$ cat src/rtl/count_seq_pkg.sv
// Shared types and constants for the counter sequencer.
package count_seq_pkg;

   typedef enum logic [1:0] {
      IDLE = 2'd0,
      RUN  = 2'd1,
      CLR  = 2'd2
   } state_t;

   localparam logic [1:0] MODE_UP     = 2'b00;
   localparam logic [1:0] MODE_DOWN   = 2'b01;
   localparam logic [1:0] MODE_BOUNCE = 2'b10;
   localparam logic [1:0] MODE_STEP   = 2'b11;

   localparam logic DIR_UP   = 1'b1;
   localparam logic DIR_DOWN = 1'b0;

endpackage

$ cat src/rtl/count_sequencer_prescaler.sv
// Divides clkin into a terminal-count pulse every DIV enabled cycles.
module tick_prescaler #(
   parameter int DIV = 25000000
) (
   input  logic clkin,
   input  logic reset,
   input  logic clear,
   input  logic enable,
   output logic tc
);

   localparam int PW = (DIV > 1) ? $clog2(DIV) : 1;
   localparam logic [PW-1:0] TC_VAL = PW'(DIV - 1);

   logic [PW-1:0] cnt_q, cnt_d;

   // Wraps at DIV-1, so the counter never needs a bit beyond clog2(DIV).
   always_comb begin
      tc    = enable && (cnt_q == TC_VAL);
      cnt_d = cnt_q;
      if (clear)
         cnt_d = '0;
      else if (enable)
         cnt_d = tc ? '0 : cnt_q + 1'b1;
   end

   always_ff @(posedge clkin) begin
      if (!reset)
         cnt_q <= '0;
      else
         cnt_q <= cnt_d;
   end

endmodule

$ cat src/rtl/count_sequencer.sv
// Sequences the up/down counter datapath: prescaled ticks, direction per mode, clear on mode change.
module count_sequencer
   import count_seq_pkg::*;
#(
   parameter int WIDTH = 3,
   parameter int DIV   = 25000000
) (
   input  logic             clkin,
   input  logic             reset,
   input  logic             run,
   input  logic [1:0]       mode,
   input  logic             step,
   input  logic [WIDTH-1:0] cnt_val,
   output logic             cnt_en,
   output logic             cnt_dir,
   output logic             cnt_clr,
   output logic             tick,
   output logic             busy
);

   state_t     state_q, state_d;
   logic       dir_q, dir_d;
   logic       step_q, step_d;
   logic [1:0] mode_q, mode_d;
   logic       cnt_en_q, cnt_en_d;
   logic       cnt_dir_q, cnt_dir_d;
   logic       cnt_clr_q, cnt_clr_d;
   logic       tick_q, tick_d;
   logic       busy_q, busy_d;

   logic       mode_chg;
   logic       pre_en;
   logic       pre_tc;
   logic       bounce_dir;

   assign mode_chg = (mode != mode_q);
   // Prescaler only advances while we will stay in RUN; any exit clears it.
   assign pre_en   = (state_q == RUN) && run && !mode_chg;

   tick_prescaler #(.DIV(DIV)) u_pre (
      .clkin  (clkin),
      .reset  (reset),
      .clear  (!pre_en),
      .enable (pre_en),
      .tc     (pre_tc)
   );

   always_comb begin
      bounce_dir = dir_q;
      if (cnt_val == '1)
         bounce_dir = DIR_DOWN;
      else if (cnt_val == '0)
         bounce_dir = DIR_UP;

      state_d   = state_q;
      dir_d     = dir_q;
      step_d    = step;
      mode_d    = mode_q;
      cnt_en_d  = 1'b0;
      cnt_dir_d = cnt_dir_q;
      tick_d    = 1'b0;

      case (state_q)
         IDLE: begin
            if (mode_chg)
               state_d = CLR;
            else if (mode == MODE_STEP) begin
               if (step && !step_q) begin
                  cnt_en_d  = 1'b1;
                  cnt_dir_d = DIR_UP;
               end
            end else if (run)
               state_d = RUN;
         end
         RUN: begin
            if (mode_chg)
               state_d = CLR;
            else if (!run)
               state_d = IDLE;
            else if (pre_tc) begin
               tick_d   = 1'b1;
               cnt_en_d = 1'b1;
               case (mode_q)
                  MODE_UP:   cnt_dir_d = DIR_UP;
                  MODE_DOWN: cnt_dir_d = DIR_DOWN;
                  default: begin
                     cnt_dir_d = bounce_dir;
                     dir_d     = bounce_dir;
                  end
               endcase
            end
         end
         CLR: begin
            mode_d  = mode;
            dir_d   = (mode == MODE_DOWN) ? DIR_DOWN : DIR_UP;
            state_d = (run && mode != MODE_STEP) ? RUN : IDLE;
         end
         default: state_d = IDLE;
      endcase

      cnt_clr_d = (state_d == CLR);
      busy_d    = (state_d == RUN);
   end

   always_ff @(posedge clkin) begin
      if (!reset) begin
         state_q   <= IDLE;
         dir_q     <= DIR_UP;
         step_q    <= 1'b1;
         mode_q    <= mode;
         cnt_en_q  <= 1'b0;
         cnt_dir_q <= DIR_UP;
         cnt_clr_q <= 1'b1;
         tick_q    <= 1'b0;
         busy_q    <= 1'b0;
      end else begin
         state_q   <= state_d;
         dir_q     <= dir_d;
         step_q    <= step_d;
         mode_q    <= mode_d;
         cnt_en_q  <= cnt_en_d;
         cnt_dir_q <= cnt_dir_d;
         cnt_clr_q <= cnt_clr_d;
         tick_q    <= tick_d;
         busy_q    <= busy_d;
      end
   end

   assign cnt_en  = cnt_en_q;
   assign cnt_dir = cnt_dir_q;
   assign cnt_clr = cnt_clr_q;
   assign tick    = tick_q;
   assign busy    = busy_q;

endmodule

$ cat config.mk
export PLATFORM = sky130hd
export DESIGN_NAME = count_sequencer
export DESIGN_NICKNAME = d
export VERILOG_FILES = /design/src/rtl/count_seq_pkg.sv /design/src/rtl/count_sequencer_prescaler.sv /design/src/rtl/count_sequencer.sv
export SDC_FILE = /design/constraint.sdc
export NUM_CORES = 1
export LEC_CHECK = 0
export ABC_AREA = 1
export CORE_MARGIN = 2
export CORE_UTILIZATION = 30
export CTS_BUF_LIST = sky130_fd_sc_hd__clkbuf_4
export DETAILED_ROUTE_END_ITERATION = 16
export GPL_TIMING_DRIVEN = 0
export RECOVER_POWER = 100
export SLEW_MARGIN = 15
export SYNTH_ARGS = -nofsm -noshare
export SYNTH_HDL_FRONTEND = slang
export SYNTH_SLANG_ARGS = --single-unit
export TNS_END_PERCENT = 1
$ cat constraint.sdc
create_clock -name clkin -period 4.68 [get_ports clkin]
set_input_delay 0.936 -clock clkin [delete_from_list [all_inputs] [get_ports clkin]]
set_output_delay 0.936 -clock clkin [all_outputs]
set_load 0.05 [all_outputs]
==> results of run 1 <==
## final timing paths
check | start | endpoint | slack (ns) | cells after the start
max | mode[0] | u_pre.cnt_q[7]$_SDFF_PP0_ | 1.59 | 11
min | u_pre.cnt_q[0]$_SDFF_PP0_ | u_pre.cnt_q[0]$_SDFF_PP0_ | 0.46 | 1
max reg2reg | mode_q[1]$_DFFE_PP_ | u_pre.cnt_q[7]$_SDFF_PP0_ | 2.36 | 10
min reg2reg | u_pre.cnt_q[0]$_SDFF_PP0_ | u_pre.cnt_q[0]$_SDFF_PP0_ | 0.46 | 1
## flip-flops by register name, indices dropped and copies added, names as in the netlist
signal       cells
cnt_dir          1
step_q           1
busy             1
u_pre.cnt_q     25
state_q          2
tick             1
cnt_en           1
mode_q           2
dir_q            1
cnt_clr          1
## power by group
part | internal (mW) | total [mW] | switching, mW | leakage, nW
Sequential | 0.316 | 0.320 | 0.00373 | 0.295
Clock | 0.112 | 0.222 | 0.110 | 0.0455
Combinational | 0.0152 | 0.0399 | 0.0247 | 0.432
Total | 0.443 | 0.582 | 0.139 | 0.772
## kinds of logic (layout without fill, tap and decap cells)
group	after synthesis	in the layout
simple gates	162	162
buf+inv	41	62
flops	36	36
compound gates	19	19
fa+ha+maj	1	1
xor+xnor	9	9
## metal layers
metal  vias to the layer above  wire length (µm)
li1                        879                 -
met1                       738              1860
met2                        24              1670
met3                         9               118
met4                         0                75
met5                         -                 0
## cell usage after synthesis
| cell type | n |
|---|---|
| nor2_1 | 48 |
| inv_1 | 38 |
| a21oi_4 | 1 |
| nor2_4 | 4 |
| nand2_2 | 3 |
| nand2_1 | 71 |
| edfxtp_1 | 2 |
| o21bai_1 | 1 |
| nand4_1 | 9 |
| buf_6 | 1 |
| inv_4 | 1 |
| xor2_1 | 5 |
| nand3_1 | 14 |
| and3_1 | 1 |
| nor2_2 | 2 |
| nor3b_1 | 1 |
| nor3_1 | 8 |
| xnor2_1 | 4 |
| inv_2 | 1 |
| dfxtp_1 | 34 |
| a21oi_1 | 11 |
| nand3b_1 | 1 |
| ha_1 | 1 |
| o21ai_0 | 6 |
## layout by cell type, fill, tap and decap left out, types with 6 or more instances in the layout
| cell | synthesis | final |
|---|---|---|
| a21oi_1 | 11 | 12 |
| dfxtp_1 | 34 | 34 |
| dlygate4sd3_1 | 0 | 8 |
| inv_1 | 38 | 38 |
| nand2_1 | 71 | 72 |
| nand3_1 | 14 | 14 |
| nand4_1 | 9 | 9 |
| nor2_1 | 48 | 49 |
| nor3_1 | 8 | 8 |
| o21ai_0 | 6 | 6 |
## worst register-to-register path, stage by stage, from the launching register on
cell and delay, ns:
edfxtp_1 0.42, inv_1 0.10, nand2_1 0.06, nand2_1 0.07
nand2_1 0.06, nor2_1 0.25, nand2_2 0.06, a21oi_1 0.61
inv_4 0.17, clkbuf_1 0.31, nor2_1 0.16
## metrics by stage
step	worst slack, ns	hold slack [ns]	std cells	power (mW)
2_1_floorplan	2.79	0.417	268	0.353
3_3_place_gp	2.06	0.431	356	0.369
3_5_place_dp	2.03	0.446	356	0.369
4_1_cts	2.25	0.463	364	0.593
5_1_grt	1.36	0.479	364	0.612
6_report	1.59	0.462	364	0.582
## layout make-up
class	count	area [µm²]	area share
multi-input cells	191	890	0.426
flip-flops and latches	36	741	0.354
inverters	40	153	0.0731
repair buffers	13	130	0.0623
well taps	75	93.8	0.0449
clock inverters	3	41.3	0.0198
clock buffers	5	37.5	0.0180
plain buffers	1	3.75	0.00180
==> run_results.csv, run 1 <==
group,metric,value,unit
outcome,outcome,"completed",
final_layout,area_growth,15.1,%
final_layout,drive_gt1_frac,0.0588,
grt,busiest_layer,"met2",
final_layout,fill_cells,637,
detailed_routing,totalWireLength,3730,µm
clock_tree,cts_htree_levels,2,
grt,grt_pass1_wl,6220,µm
detailed_routing,drc_errors,0,
clock_tree,cts_made_buffers,5,
setup_path,crit_family,"buffers and inverters",
detailed_routing,routed_via_density,4.53,
die,start_util,0.308,
clock_tree,cts.sinks,36,
clock_tree,cts_setup_buffers,0,
sta,skew,0.0174,ns
pwr,vdd_drop_max,0.181,mV
setup_path,required,4.95,ns
die,die_h,81.8,µm
yosys,synth_cell_types,24,
yosys,synthMuxAreaShare,0,
sta,slew_viol_final,0,
clock_tree,holdBufCountCts,0,
grt,gr-usage-met3,0.0264,
setup_path,cp_common_cell,"nand2_1",
placement,gp_congestion,0.883,
final_layout,fin_nets,298,
final_layout,utilization,0.355,
grt,track_usage,0.122,
flow_run,cap_viol_max_count,0,
yosys,synth_top_area_cell,"dfxtp_1",
die,die_area,6690,µm²
sta,tns,0,ns
yosys,yosysTopAreaCellShare,0.375,
sta,worst_pin_slew,0.775,ns
pwr,power_density,279,nW/µm²
grt,grt_overflow,0,
yosys,synthAdderAreaFrac,0.00689,
clock_tree,cts_tree,"built",
detailed_routing,wl_per_cell,10.2,µm
clock_tree,path_clk_slew,0.11,ns
sta,hold_violations,0,
yosys,ys_top_cells_by_area,"dfxtp_1 (37%), nand2_1 (15%), nor2_1 (9.9%), inv_1 (7.9%), nand3_1 (3.9%)",
setup_path,crit_path_end_kind,"flop",
sta,period_minus_slack,3.09,ns
setup_path,cp_data_arrival_time,3.36,ns
setup_path,critPathMaxStageDelay,0.61,ns
placement,port_buffers,13,
clock_tree,clock_latency,0.35,ns
detailed_routing,drt-pass1-iter-count,4,
pwr,p_leak,0.772,nW
placement,hpwlAfterDp,2880,µm
yosys,synth_area,1820,µm²
grt,antenna_found_initial,0,
clock_tree,post_cts_resized,0,
yosys,yosys_warnings,0,
clock_tree,cts_root_buf,"clkbuf_4",
setup_path,crit_buf_inv,4,
yosys,ys_seq_elements,36,
setup_path,slowest_stage,"a21oi_1",
yosys,synth-xor-area-share,0.0434,
sta,rsz0062_at_grt,"false",
yosys,synth_top_family_by_area,"simple AND/OR/NAND/NOR gates",
placement,placed_area,2040,µm²
die,io_pins,14,
grt,met1_usage,0.149,
grt,grt_util_met2,0.199,
detailed_routing,drtIter0Drc,88,
sta,timing.max_slew.rel_slack,0.483,
yosys,synth_compound_area_frac,0.0600,
yosys,synth_cells,268,
detailed_routing,postRouteAntennaNets,0,
yosys,syn_nets,278,
clock_tree,ctsLongestPathBuffers,2,
hold_path,min-delay-path-class,"reg2reg",
final_layout,diodes,0,
grt,grt_max_degree,13,
die,core_area,5890,µm²
yosys,synth_seq_area_share,0.408,
setup_path,cp_cell_sequence,"dlygate4sd3_1, inv_1, nand2_1, nand2_1, nand2_1, nor2_1, nand2_2, a21oi_1, inv_4, clkbuf_1, nor2_1",
die,die_w,81.8,µm
setup_path,cp-start-kind,"input pin",
yosys,syn_avg_cell_area,6.77,µm²
setup_path,path_max_fanout,10,
detailed_routing,via_count,1650,
sta,fmax,0.324,GHz
sta,final.period_utilization,0.660,
die,rows,28,
grt,grt_pass1_vias,1458,
yosys,synth_simple_gate_area_frac,0.391,
final_layout,postLayoutCellArea,2090,µm²
setup_path,crit_type,"in2reg",
sta,setup_viol,0,
(Power assumes the default switching activity.)
==> inputs of run 2 (changes only) <==
==> constraint.sdc (replaced) <==
create_clock -name clkin -period 3.1 [get_ports clkin]
set_input_delay 0.62 -clock clkin [delete_from_list [all_inputs] [get_ports clkin]]
set_output_delay 0.62 -clock clkin [all_outputs]
set_load 0.05 [all_outputs]
==> run 2 against run 1 <==
Die area is the same; worst setup slack lost 0.87 ns; utilization grew 0.19 points; register-to-register slack lost 1.3 ns; largest cell class unchanged; sequential share of layout area shrank 0.19 points; critical path type unchanged.
==> run_results.csv, run 2 (synthesis gave the netlist of run 1 again) <==
group,metric,value,unit
detailed_routing,wl_per_cell,10.2,µm
flow_run,cap_viol_max_count,0,
setup_path,path_max_fanout,10,
clock_tree,cts_tree,"built",
final_layout,drive_gt1_frac,0.0623,
sta,tns,0,ns
final_layout,postLayoutCellArea,2100,µm²
final_layout,final_common_cell,"nand2_1",
clock_tree,cts_setup_buffers,0,
die,rows,28,
final_layout,diodes,0,
die,core_area,5890,µm²
placement,hpwlAfterDp,2880,µm
grt,antenna_found_initial,0,
sta,hold_violations,0,
clock_tree,cts_made_buffers,5,
clock_tree,cts.sinks,36,
hold_path,min-delay-start,"u_pre.cnt_q[0]$_SDFF_PP0_",
sta,skew,0.0166,ns
sta,final.period_utilization,0.769,
final_layout,reg_top3,"u_pre.cnt_q: 25 flops, mode_q: 2 flops, state_q: 2 flops",
outcome,outcome,"completed",
sta,setup_viol,0,
grt,grt_max_degree,13,
detailed_routing,via_count,1645,
final_layout,final_cell_mix,"nand2_1 (72), nor2_1 (49), inv_1 (38)",
detailed_routing,drc_errors,0,
detailed_routing,routed_via_density,4.52,
clock_tree,post_cts_resized,0,
hold_path,hold_depth,1,
sta,worst_pin_slew,0.516,ns
detailed_routing,drtIter0Drc,130,
hold_path,min_to,"u_pre.cnt_q[0]$_SDFF_PP0_",
clock_tree,cts_root_buf,"clkbuf_4",
detailed_routing,totalWireLength,3720,µm
clock_tree,cts_htree_levels,2,
setup_path,cp_data_arrival_time,2.65,ns
grt,track_usage,0.122,
sta,slew_viol_final,0,
setup_path,rr_worst_depth,9,
final_layout,largest_reg_flops,25,
clock_tree,holdBufCountCts,0,
setup_path,r2r-start,"u_pre.cnt_q[0]$_SDFF_PP0_",
clock_tree,path_clk_slew,0.11,ns
die,die_area,6690,µm²
setup_path,reg2reg_slack,1.06,ns
die,io_pins,14,
pwr,vdd_drop_max,0.275,mV
die,die_w,81.8,µm
detailed_routing,postRouteAntennaNets,0,
pwr,power_density,418,nW/µm²
clock_tree,ctsLongestPathBuffers,2,
die,die_h,81.8,µm
placement,placed_area,2040,µm²
final_layout,regMostFlops,"u_pre.cnt_q",
placement,port_buffers,13,
setup_path,required,3.37,ns
setup_path,cp-start-kind,"input pin",
grt,grt_pass1_wl,6220,µm
die,start_util,0.308,
sta,timing.max_slew.rel_slack,0.656,
sta,period_minus_slack,2.38,ns
sta,fmax,0.420,GHz
sta,fin_ws,0.718,ns
setup_path,crit_type,"in2reg",
hold_path,min-delay-path-class,"reg2reg",
final_layout,fin_nets,298,
placement,dp_worst_setup_slack,0.762,ns
grt,grt_overflow,0,
pwr,p_leak,0.773,nW
sta,rsz0062_at_grt,"false",
clock_tree,clock_latency,0.35,ns
setup_path,reg2reg_to,"u_pre.cnt_q[7]$_SDFF_PP0_",
detailed_routing,drt-pass1-iter-count,4,
setup_path,crit_path_end_kind,"flop",
final_layout,area_growth,15.7,%
placement,gp_congestion,0.883,
grt,grt_pass1_vias,1458,
==> run 2: cell counts in the layout (fill, tap and decap cells not counted) <==
Identical to the previous run, type by type.
==> run 2: cell type report <==
cell class | count | area, µm²
repair buffers | 13 | 130
plain buffers | 1 | 3.75
multi-input cells | 191 | 901
fillers | 635 | 3780
clock buffers | 5 | 37.5
well taps | 75 | 93.8
inverters | 40 | 153
clock inverters | 3 | 41.3
flip-flops and latches | 36 | 741
==> run 2: how the worst max path moves through the flow <==
stage	startpoint	to	slack, ns
detailed placement	mode[1]	u_pre.cnt_q[7]$_SDFF_PP0_	0.76
global placement	mode[0]	u_pre.cnt_q[18]$_SDFF_PP0_	0.80
global route	mode[1]	u_pre.cnt_q[7]$_SDFF_PP0_	0.54
CTS	busy$_SDFF_PN0_	busy	0.98
finish	mode[0]	u_pre.cnt_q[7]$_SDFF_PP0_	0.72
floorplan	mode[0]	u_pre.cnt_q[18]$_SDFF_PP0_	1.53
==> run 2: per-layer routing <==
metal  vias up  track usage  wire length [µm]  part of all wire
met4         0       0.0683                75             0.020
met1       734        0.149              1870              0.50
met2        25        0.199              1670              0.45
li1        877            -                 -                 -
met5         -            0                 0                 0
met3         9       0.0264               106             0.028
==> run 2: report_power, final <==
| group | leakage [nW] | internal (mW) | switching (mW) |
|---|---|---|---|
| Combinational | 0.433 | 0.0230 | 0.0374 |
| Clock | 0.0455 | 0.169 | 0.167 |
| Sequential | 0.295 | 0.477 | 0.00562 |
| Total | 0.773 | 0.669 | 0.210 |
==> run 2: per-stage QoR <==
| stage | hold slack, ns | std cells | util | power [mW] |
|---|---|---|---|---|
| after floorplan | 0.417 | 268 | - | 0.532 |
| after global placement | 0.431 | 356 | 0.347 | 0.557 |
| after detailed placement | 0.446 | 356 | 0.347 | 0.558 |
| after CTS | 0.463 | 364 | 0.360 | 0.895 |
| after global routing | 0.479 | 364 | 0.357 | 0.924 |
| final | 0.462 | 364 | 0.357 | 0.879 |
==> run 2: critical path: stages <==
cell	delay [ns]
dlygate4sd3_1	0.59
inv_1	0.09
nand2_1	0.05
nand2_1	0.08
nand2_1	0.07
nor2_1	0.23
nand2_2	0.10
a21oi_4	0.27
inv_4	0.12
clkbuf_1	0.27
nor2_1	0.16
